File: src/rtl/calc_sequencer_if.sv
// ============================================================================
// Module      : calc_sequencer_if
// Description : Handshake/data bundle between the calculator operation
//               sequencer (master) and its surroundings: push-button pulse
//               generators, value entry, arithmetic unit and display mux.
// Revision    : 1.0 - initial release
// ============================================================================
`default_nettype none

interface calc_sequencer_if #(
  parameter int WIDTH = 40
);
  logic             enter_pulse;
  logic             clear_pulse;
  logic [1:0]       op_sel;
  logic [WIDTH-1:0] in_val;
  logic             alu_done;
  logic             alu_err;
  logic [WIDTH-1:0] alu_result;
  logic [WIDTH-1:0] op_a;
  logic [WIDTH-1:0] op_b;
  logic [1:0]       alu_op;
  logic             alu_start;
  logic [1:0]       disp_sel;
  logic [3:0]       state_led;
  logic             err_flag;
  logic             busy;

  // Sequencer side
  modport master (
    input  enter_pulse, clear_pulse, op_sel, in_val,
    input  alu_done, alu_err, alu_result,
    output op_a, op_b, alu_op, alu_start,
    output disp_sel, state_led, err_flag, busy
  );

  // Environment side (buttons, entry, arithmetic unit, display)
  modport slave (
    output enter_pulse, clear_pulse, op_sel, in_val,
    output alu_done, alu_err, alu_result,
    input  op_a, op_b, alu_op, alu_start,
    input  disp_sel, state_led, err_flag, busy
  );
endinterface

`default_nettype wire

File: src/rtl/calc_sequencer.sv
// ============================================================================
// Module      : calc_sequencer
// Description : Operation sequencer for the calculator datapath. Captures
//               operand A, operand B and the op on enter pulses, fires a
//               one-cycle ALU start, waits for done/error with a timeout and
//               drives display select / state LEDs. All outputs registered.
//               Optional macro CALC_SEQ_CHAIN_EN: enter in SHOW reuses the
//               result as operand A and jumps to GET_B (LEDs show 0011).
// Revision    : 1.0 - initial release
// ============================================================================
`default_nettype none

module calc_sequencer #(
  parameter int WIDTH       = 40,
  parameter int TIMEOUT_CYC = 1024,
  parameter int CNT_W       = 11
) (
  input  wire logic         clk,
  input  wire logic         rst_n,
  calc_sequencer_if.master  bus
);

  typedef enum logic [2:0] {
    S_GET_A = 3'd0,
    S_GET_B = 3'd1,
    S_START = 3'd2,
    S_WAIT  = 3'd3,
    S_SHOW  = 3'd4,
    S_ERROR = 3'd5
  } state_t;

  localparam logic [CNT_W-1:0] c_cnt_last = CNT_W'(TIMEOUT_CYC - 1);
  localparam logic [CNT_W-1:0] c_cnt_max  = {CNT_W{1'b1}};
  localparam logic [CNT_W-1:0] c_cnt_one  = CNT_W'(1);

  state_t           r_state, w_state_nxt;
  logic [WIDTH-1:0] r_op_a, w_op_a_nxt;
  logic [WIDTH-1:0] r_op_b, w_op_b_nxt;
  logic [WIDTH-1:0] r_res, w_res_nxt;
  logic [1:0]       r_alu_op, w_alu_op_nxt;
  logic [CNT_W-1:0] r_cnt, w_cnt_nxt;
  logic             r_chained, w_chained_nxt;
  logic             r_alu_start, w_alu_start;
  logic [1:0]       r_disp_sel, w_disp_sel;
  logic [3:0]       r_state_led, w_state_led;
  logic             r_err_flag, w_err_flag;
  logic             r_busy, w_busy;

  // State register plus all datapath and output registers
  always_ff @(posedge clk or negedge rst_n) begin
    if (!rst_n) begin
      r_state     <= S_GET_A;
      r_op_a      <= '0;
      r_op_b      <= '0;
      r_res       <= '0;
      r_alu_op    <= '0;
      r_cnt       <= '0;
      r_chained   <= 1'b0;
      r_alu_start <= 1'b0;
      r_disp_sel  <= 2'b00;
      r_state_led <= 4'b0001;
      r_err_flag  <= 1'b0;
      r_busy      <= 1'b0;
    end else begin
      r_state     <= w_state_nxt;
      r_op_a      <= w_op_a_nxt;
      r_op_b      <= w_op_b_nxt;
      r_res       <= w_res_nxt;
      r_alu_op    <= w_alu_op_nxt;
      r_cnt       <= w_cnt_nxt;
      r_chained   <= w_chained_nxt;
      r_alu_start <= w_alu_start;
      r_disp_sel  <= w_disp_sel;
      r_state_led <= w_state_led;
      r_err_flag  <= w_err_flag;
      r_busy      <= w_busy;
    end
  end

  // Next-state/datapath decisions; outputs decoded from the next state so
  // they appear registered in the same cycle the state changes
  always_comb begin
    w_state_nxt   = r_state;
    w_op_a_nxt    = r_op_a;
    w_op_b_nxt    = r_op_b;
    w_res_nxt     = r_res;
    w_alu_op_nxt  = r_alu_op;
    w_cnt_nxt     = r_cnt;
    w_chained_nxt = r_chained;

    if (bus.clear_pulse) begin
      // Clear outranks enter and alu_done in every state
      w_state_nxt   = S_GET_A;
      w_op_a_nxt    = '0;
      w_op_b_nxt    = '0;
      w_res_nxt     = '0;
      w_alu_op_nxt  = '0;
      w_cnt_nxt     = '0;
      w_chained_nxt = 1'b0;
    end else begin
      case (r_state)
        S_GET_A: begin
          if (bus.enter_pulse) begin
            w_op_a_nxt    = bus.in_val;
            w_chained_nxt = 1'b0;
            w_state_nxt   = S_GET_B;
          end
        end
        S_GET_B: begin
          if (bus.enter_pulse) begin
            w_op_b_nxt    = bus.in_val;
            w_alu_op_nxt  = bus.op_sel;
            w_chained_nxt = 1'b0;
            w_state_nxt   = S_START;
          end
        end
        S_START: begin
          w_cnt_nxt   = '0;
          w_state_nxt = S_WAIT;
        end
        S_WAIT: begin
          // done beats a timeout landing on the same cycle
          if (bus.alu_done) begin
            if (bus.alu_err) begin
              w_state_nxt = S_ERROR;
            end else begin
              w_res_nxt   = bus.alu_result;
              w_state_nxt = S_SHOW;
            end
          end else if (r_cnt == c_cnt_last) begin
            w_state_nxt = S_ERROR;
          end else if (r_cnt != c_cnt_max) begin
            w_cnt_nxt = r_cnt + c_cnt_one;
          end
        end
        S_SHOW: begin
          if (bus.enter_pulse) begin
`ifdef CALC_SEQ_CHAIN_EN
            w_op_a_nxt    = r_res;
            w_chained_nxt = 1'b1;
            w_state_nxt   = S_GET_B;
`else
            w_op_a_nxt    = '0;
            w_op_b_nxt    = '0;
            w_state_nxt   = S_GET_A;
`endif
          end
        end
        S_ERROR: begin
          if (bus.enter_pulse) begin
            w_op_a_nxt  = '0;
            w_op_b_nxt  = '0;
            w_res_nxt   = '0;
            w_state_nxt = S_GET_A;
          end
        end
        default: begin
          w_state_nxt = S_GET_A;
        end
      endcase
    end

    w_alu_start = (w_state_nxt == S_START);
    w_disp_sel  = 2'b00;
    w_state_led = 4'b0001;
    w_err_flag  = 1'b0;
    w_busy      = 1'b0;
    case (w_state_nxt)
      S_GET_A: begin
        w_disp_sel  = 2'b00;
        w_state_led = 4'b0001;
      end
      S_GET_B: begin
        w_disp_sel  = 2'b01;
        w_state_led = w_chained_nxt ? 4'b0011 : 4'b0010;
      end
      S_START, S_WAIT: begin
        w_disp_sel  = 2'b11;
        w_state_led = 4'b0100;
        w_busy      = 1'b1;
      end
      S_SHOW: begin
        w_disp_sel  = 2'b11;
        w_state_led = 4'b1000;
      end
      S_ERROR: begin
        w_disp_sel  = 2'b10;
        w_state_led = 4'b1111;
        w_err_flag  = 1'b1;
      end
      default: begin
        w_disp_sel  = 2'b00;
        w_state_led = 4'b0001;
      end
    endcase
  end

  assign bus.op_a      = r_op_a;
  assign bus.op_b      = r_op_b;
  assign bus.alu_op    = r_alu_op;
  assign bus.alu_start = r_alu_start;
  assign bus.disp_sel  = r_disp_sel;
  assign bus.state_led = r_state_led;
  assign bus.err_flag  = r_err_flag;
  assign bus.busy      = r_busy;

endmodule

`default_nettype wire

File: src/flat_wrapper.sv
// flat-port wrapper written by rule: the top's interface ports become plain ports
module calc_sequencer_flat 
#(
  parameter int WIDTH       = 40,
  parameter int TIMEOUT_CYC = 1024,
  parameter int CNT_W       = 11
)
  (clk, rst_n, bus_enter_pulse, bus_clear_pulse, bus_op_sel, bus_in_val, bus_alu_done, bus_alu_err, bus_alu_result, bus_op_a, bus_op_b, bus_alu_op, bus_alu_start, bus_disp_sel, bus_state_led, bus_err_flag, bus_busy);
  calc_sequencer_if #(.WIDTH(WIDTH)) bus_i ();
  input  wire logic clk;
  input  wire logic rst_n;
  input wire logic [$bits(bus_i.enter_pulse)-1:0] bus_enter_pulse;
  input wire logic [$bits(bus_i.clear_pulse)-1:0] bus_clear_pulse;
  input wire logic [$bits(bus_i.op_sel)-1:0] bus_op_sel;
  input wire logic [$bits(bus_i.in_val)-1:0] bus_in_val;
  input wire logic [$bits(bus_i.alu_done)-1:0] bus_alu_done;
  input wire logic [$bits(bus_i.alu_err)-1:0] bus_alu_err;
  input wire logic [$bits(bus_i.alu_result)-1:0] bus_alu_result;
  output wire logic [$bits(bus_i.op_a)-1:0] bus_op_a;
  output wire logic [$bits(bus_i.op_b)-1:0] bus_op_b;
  output wire logic [$bits(bus_i.alu_op)-1:0] bus_alu_op;
  output wire logic [$bits(bus_i.alu_start)-1:0] bus_alu_start;
  output wire logic [$bits(bus_i.disp_sel)-1:0] bus_disp_sel;
  output wire logic [$bits(bus_i.state_led)-1:0] bus_state_led;
  output wire logic [$bits(bus_i.err_flag)-1:0] bus_err_flag;
  output wire logic [$bits(bus_i.busy)-1:0] bus_busy;
  assign bus_i.enter_pulse = bus_enter_pulse;
  assign bus_i.clear_pulse = bus_clear_pulse;
  assign bus_i.op_sel = bus_op_sel;
  assign bus_i.in_val = bus_in_val;
  assign bus_i.alu_done = bus_alu_done;
  assign bus_i.alu_err = bus_alu_err;
  assign bus_i.alu_result = bus_alu_result;
  assign bus_op_a = bus_i.op_a;
  assign bus_op_b = bus_i.op_b;
  assign bus_alu_op = bus_i.alu_op;
  assign bus_alu_start = bus_i.alu_start;
  assign bus_disp_sel = bus_i.disp_sel;
  assign bus_state_led = bus_i.state_led;
  assign bus_err_flag = bus_i.err_flag;
  assign bus_busy = bus_i.busy;
  calc_sequencer #(.WIDTH(WIDTH), .TIMEOUT_CYC(TIMEOUT_CYC), .CNT_W(CNT_W)) u_core (.clk(clk), .rst_n(rst_n), .bus(bus_i));
endmodule
File: config.mk
export PLATFORM = sky130hd
export DESIGN_NAME = calc_sequencer_flat
export DESIGN_NICKNAME = d
export VERILOG_FILES = /design/src/rtl/calc_sequencer_if.sv /design/src/rtl/calc_sequencer.sv /design/src/flat_wrapper.sv
export SDC_FILE = /design/constraint.sdc
export NUM_CORES = 1
export LEC_CHECK = 0
export BUFFER_PORTS_ARGS = -buffer_cell sky130_fd_sc_hd__buf_4
export CAP_MARGIN = 5
export CORE_MARGIN = 1.5
export CORE_UTILIZATION = 45
export CTS_BUF_LIST = sky130_fd_sc_hd__clkbuf_8
export DETAILED_ROUTE_END_ITERATION = 8
export PLACE_DENSITY = 0.78
export SLEW_MARGIN = 20
export SYNTH_ARGS = -nofsm -noshare
export SYNTH_HDL_FRONTEND = slang
export SYNTH_SLANG_ARGS = --single-unit
File: constraint.sdc
create_clock -name clk -period 1.8 [get_ports clk]
set_input_delay 0.54 -clock clk [delete_from_list [all_inputs] [get_ports clk]]
set_output_delay 0.54 -clock clk [all_outputs]
set_load 0.02 [all_outputs]
Word-level counts from Yosys, hierarchy flattened
Index checks and enable logic that the tools add are counted.

operators by class
  mux-type cells = 30
  reductions and logical operators = 14
  equal/unequal tests = 18
  add/subtract/negate cells = 1

operators by type and width
  kind                                                               count
  40-bit two-way mux                                                 4
  40-bit case mux with 2 select lines                                2
  11-bit two-way mux                                                 4
  11-bit case mux with 2 select lines                                1
  3-bit two-way mux                                                  6
  4-bit case mux with 4 select lines                                 1
  3-bit case mux with 5 select lines                                 1
  3-bit by 2-bit == test with 1-bit output, second input constant    4
  3-bit == test, second input constant                               4
  3-bit != test, second input constant                               4
  11-bit by 1-bit adder with 11-bit output, second input constant    1
  11-bit by 10-bit == test with 1-bit output, second input constant  1
  11-bit != test, second input constant                              1
  3-bit nonzero test                                                 3
  1-bit two-way mux                                                  7
  3-bit by 1-bit == test with 1-bit output, second input constant    2
  2-bit two-way mux                                                  3
  2-bit case mux with 3 select lines                                 1
  3-bit AND reduction                                                2
  2-bit OR reduction                                                 3
  4-bit AND reduction                                                1
  2-bit nonzero test                                                 2
  3-bit logical NOT                                                  1
  3-bit by 1-bit != test with 1-bit output, second input constant    1
  3 further kinds                                                    3

word-level totals
  logic and storage cells = 74
  register bits after elaboration = 106

Logic depth before layout (Yosys ltp)
  depth after elaboration = 8
  gate-level depth with buffers = 7
  mapped depth without buffers = 6

Worst setup path after synthesis
Ideal clock, no wire load.

  kind = register -> register
  from = register u_core.r_cnt[0] (netlist name)
  to = register u_core.r_alu_op[0], in the netlist u_core.bus.alu_op[0]
  cell stages (with the launch flop) = 7
  setup slack = 0.090 ns
  setup time = 0.121 ns
  buffers on the path = 0
  data arrival time = 1.589 ns
  period minus slack after synthesis = 1.710 ns
  path through = dfrtp_1 -> ha_1 -> nand3_1 -> o41ai_4 -> o32a_2 -> nor3_2 -> a22o_1

RTL lines
  element                 line                  source
  end signal: assignment  calc_sequencer.sv:69  r_alu_op <= w_alu_op_nxt;
  end: declaration        calc_sequencer.sv:40  logic [1:0] r_alu_op, w_alu_op_nxt;

Final worst setup path
  from = register u_core.r_cnt[5]
  to = register u_core.r_state_led[2], in the netlist u_core.bus.state_led[2]

on the way
  cells in the longest elaborated chain, start to end = 8
  elaborated cells between the ends (all ways) = 12

RTL lines
  element                                         line                   source
  start: declaration                              calc_sequencer.sv:41   logic [CNT_W-1:0] r_cnt, w_cnt_nxt;
  start signal: assignment                        calc_sequencer.sv:70   r_cnt <= w_cnt_nxt;
  11-bit by 10-bit == test with 1-bit output (*)  calc_sequencer.sv:130  end else if (r_cnt == c_cnt_last) begin
  3-bit two-way mux (*)                           calc_sequencer.sv:130
  3-bit two-way mux (*)                           calc_sequencer.sv:123  if (bus.alu_done) begin
  3-bit case mux with 5 select lines (*)          calc_sequencer.sv:101  case (r_state)
  3-bit two-way mux (*)                           calc_sequencer.sv:91   if (bus.clear_pulse) begin
  3-bit by 2-bit == test with 1-bit output        calc_sequencer.sv:168  case (w_state_nxt)
  2-bit OR reduction                              calc_sequencer.sv:168
  4-bit case mux with 4 select lines (*)          calc_sequencer.sv:168
  net u_core.w_state_led[2]                       calc_sequencer.sv:45   logic [3:0] r_state_led, w_state_led;
  end signal: assignment                          calc_sequencer.sv:74   r_state_led <= w_state_led;
  end: declaration                                calc_sequencer.sv:45

The timed path passes the listed nets; every way through them passes the cells marked *.
A chain may end at the register's enable or synchronous reset.

==> results.py <==
metrics = {
    "status": {
        "status": "finished, final reports clean",
    },
    "worst_setup_path": {
        "r2r_end": "u_core.bus.state_led[2]$_DFF_PN0_",
        "critPathMaxFanout": 6,
        "start_kind": "flop",
        "ff2ff_setup_slack_ps": 70,
        "path_cells": "nand4_4 > o41ai_4 > a32oi_2 > or2_1 > a21oi_2",
        "r2r-start": "u_core.r_cnt[5]$_DFFE_PN0P_",
        "cp_top_family": "compound AO/OA/AOI/OAI gates",
        "path_class": "reg2reg",
        "cp_num_cells": 5,
        "cp-endpoint": "u_core.bus.state_led[2]$_DFF_PN0_",
        "slowest_stage": "dfrtp_1",
        "critPathBufInv": 0,
        "reg2reg_depth": 5,
        "required_ps": 2100,
        "cp.arrival_ps": 2030,
        "crit_path_start": "u_core.r_cnt[5]$_DFFE_PN0P_",
        "crit_path_end_kind": "flop",
        "max_stage_delay_ps": 460,
    },
    "clocking": {
        "cts-root-buf": "clkbuf_8",
        "clk_pin_slew_worst_paths_ps": 110,
        "h-tree-depth": 3,
        "cts_setup_buffers": 0,
        "cts_tree": "done",
        "insertion_delay_ps": 370,
        "cts_buffers": 9,
        "cts_resized": 0,
        "cts.sinks": 106,
        "cts_max_path_buffers": 2,
        "cts_hold_buf": 0,
    },
    "die": {
        "rows": 35,
        "die_h_um": 102,
        "core_area_sq_um": 9330,
        "start_util": 0.469,
        "dieArea_sq_um": 10300,
        "die_w_um": 102,
        "pin_count": 179,
    },
    "yosys": {
        "yosysSeqAreaShare": 0.607,
        "ys_seq_elements": 106,
        "synthArstFlopShare": 1.00,
        "synth_area_sq_um": 4370,
        "syn_nets": 516,
        "syn_inst": 427,
        "yosysWarnings": 0,
        "synth_edf_count": 0,
        "syn_avg_cell_area_sq_um": 10.2,
        "synth_flop_cell": "dfrtp_1",
        "synth_cell_types": 41,
    },
    "detailed_routing": {
        "first_iter_violations": 203,
        "wire_per_inst_um": 15.5,
        "routed_via_density": 5.15,
        "firstDrtPassIters": 4,
        "vias": 3623,
        "drc": 0,
        "wl_mm": 10.9,
        "detail-route-antenna-nets": 0,
    },
    "job": {
        "maxCapViolCount": 0,
    },
    "layout": {
        "fillCellCount": 759,
        "fin_cells": 703,
        "final_common_cell": "buf_4",
        "drive_gt1_frac": 0.334,
        "nNetsFinal": 658,
        "most-common-layout-cells": "buf_4, dfrtp_1, nand2_1, o21ai_0, nand3b_1",
        "areaGrowthSynthToFinish_pct": 36.4,
        "n_antenna_cell": 0,
        "fin_util": 0.639,
    },
    "sta": {
        "period_share": 0.959,
        "maxSlewHeadroom": 0.637,
        "worst_slew_pin_slew_ps": 541,
        "whs_ps": 61.6,
        "finalCriticalPeriod_ps": 1730,
        "finalHoldViolations": 0,
        "fmax_ghz": 0.579,
        "rsz0062_at_grt": "yes",
        "setup_viol": 0,
        "skew_ps": 11.9,
        "slew_violations": 0,
    },
    "place": {
        "place_congestion": 0.816,
        "port_buffers": 138,
        "dp_hpwl_mm": 7.67,
        "placed_cells": 687,
    },
    "grt": {
        "grt_pass1_vias": 3708,
        "grt.total_usage": 0.226,
        "grt_overflow": 0,
        "antenna_found_initial": 0,
        "grt_max_degree": 47,
        "grt_pass1_wl_mm": 18.0,
    },
    "power_and_ir_drop": {
        "worst_ir_drop_vdd_uv": 656,
        "cellPowerDensity_nw_per_um2": 868,
        "power.leakage_uw": 0.00289,
    },
    "worst_hold_path": {
        "hp-class": "in2async",
    },
}
synth_stat cells, types with 2 or more instances:
master    instances  area [sq um]
buf_2             3          15.0
nor3_1            3          15.0
mux2i_1           2          20.0
nand2_1          84           315
a22o_1            2          17.5
a211oi_1          2          15.0
nand3b_1         40           300
xnor2_1           8          70.1
nor2b_1           2          12.5
inv_1             8          30.0
clkbuf_1         25          93.8
nand2b_1          3          18.8
dfrtp_1         105          2630
nor2_1           17          63.8
nand3_1           4          20.0
a21oi_1          11          55.1
a21o_1            2          15.0
o21ai_0          83           415
worst reg2reg max path: stages, from the launching register on:
cell and delay (ps):
dfrtp_1 460, nand4_4 180, o41ai_4 420, a32oi_2 210, or2_1 280, a21oi_2 130
logic make-up after synthesis:
logic type | count (synthesis) | synth area share
and+or+nand+nor | 162 | 0.189
buffers and inverters | 36 | 0.0318
AOI/OAI and AO/OA | 111 | 0.146
adders and majority gates | 1 | 0.00286
muxes | 3 | 0.00716
DFF | 106 | 0.607
xor gates and xnor gates | 8 | 0.0160
metrics by stage:
stage          worst slack, ps  total power (uW)  setup TNS (ps)  area [sq um]
2_1_floorplan             90.0              3180               0          4370
3_3_place_gp             -61.7              3710            -147          5740
3_5_place_dp              -142              3750           -1310          5740
4_1_cts                  0.597              5230               0          5940
5_1_grt                 -0.865              5430          -0.865          5960
6_report                  73.8              5180               0          5960
layout make-up:
type                       instances  area [sq um]  share of cell area
inverter                           8          30.0             0.00504
clock buffer                       9           124              0.0208
clock inverter                     7          77.6              0.0130
multi-input combinational        285          1630               0.274
tap                              129           161              0.0271
sequential                       106          2660               0.445
timing repair buffer             159          1280               0.215
per-layer routing:
| layer | vias to the layer above | part of all wire | GRT usage |
|---|---|---|---|
| li1 | 1740 | - | - |
| met1 | 1748 | 0.43 | 0.290 |
| met2 | 121 | 0.47 | 0.358 |
| met3 | 14 | 0.085 | 0.0814 |
| met4 | 0 | 0.015 | 0.0716 |
| met5 | - | 0 | 0 |
sequential cells by signal (all words and copies together) (netlist names):
signal                cells
u_core.bus.op_a          40
u_core.bus.op_b          40
u_core.r_cnt             11
u_core.bus.state_led      4
u_core.r_state            3
u_core.bus.alu_op         2
u_core.bus.disp_sel       2
u_core.bus.alu_start      1
u_core.bus.busy           1
u_core.bus.err_flag       1
u_core.r_chained          1
report_power, final:
part	total, uW	switching (uW)	internal (uW)
clock	1480	824	658
sequential	2640	94.8	2540
combinational	1060	614	442
total	5180	1530	3640
worst min path at each step:
| stage | start | to | slack (ps) | cells past startpoint |
|---|---|---|---|---|
| detailed placement | rst_n | u_core.bus.alu_op[0]$_DFFE_PN0P_ | 470 | 1 |
| CTS | rst_n | u_core.bus.alu_op[1]$_DFFE_PN0P_ | 60 | 1 |
| floorplan | rst_n | u_core.bus.alu_op[0]$_DFFE_PN0P_ | 240 | 0 |
| global placement | u_core.bus.op_a[22]$_DFFE_PN0P_ | u_core.bus.op_a[22]$_DFFE_PN0P_ | 460 | 2 |
| global route | rst_n | u_core.bus.alu_op[1]$_DFFE_PN0P_ | 60 | 1 |
| finish | rst_n | u_core.bus.op_b[7]$_DFFE_PN0P_ | 60 | 1 |
Power figures use the tool's default switching activity.
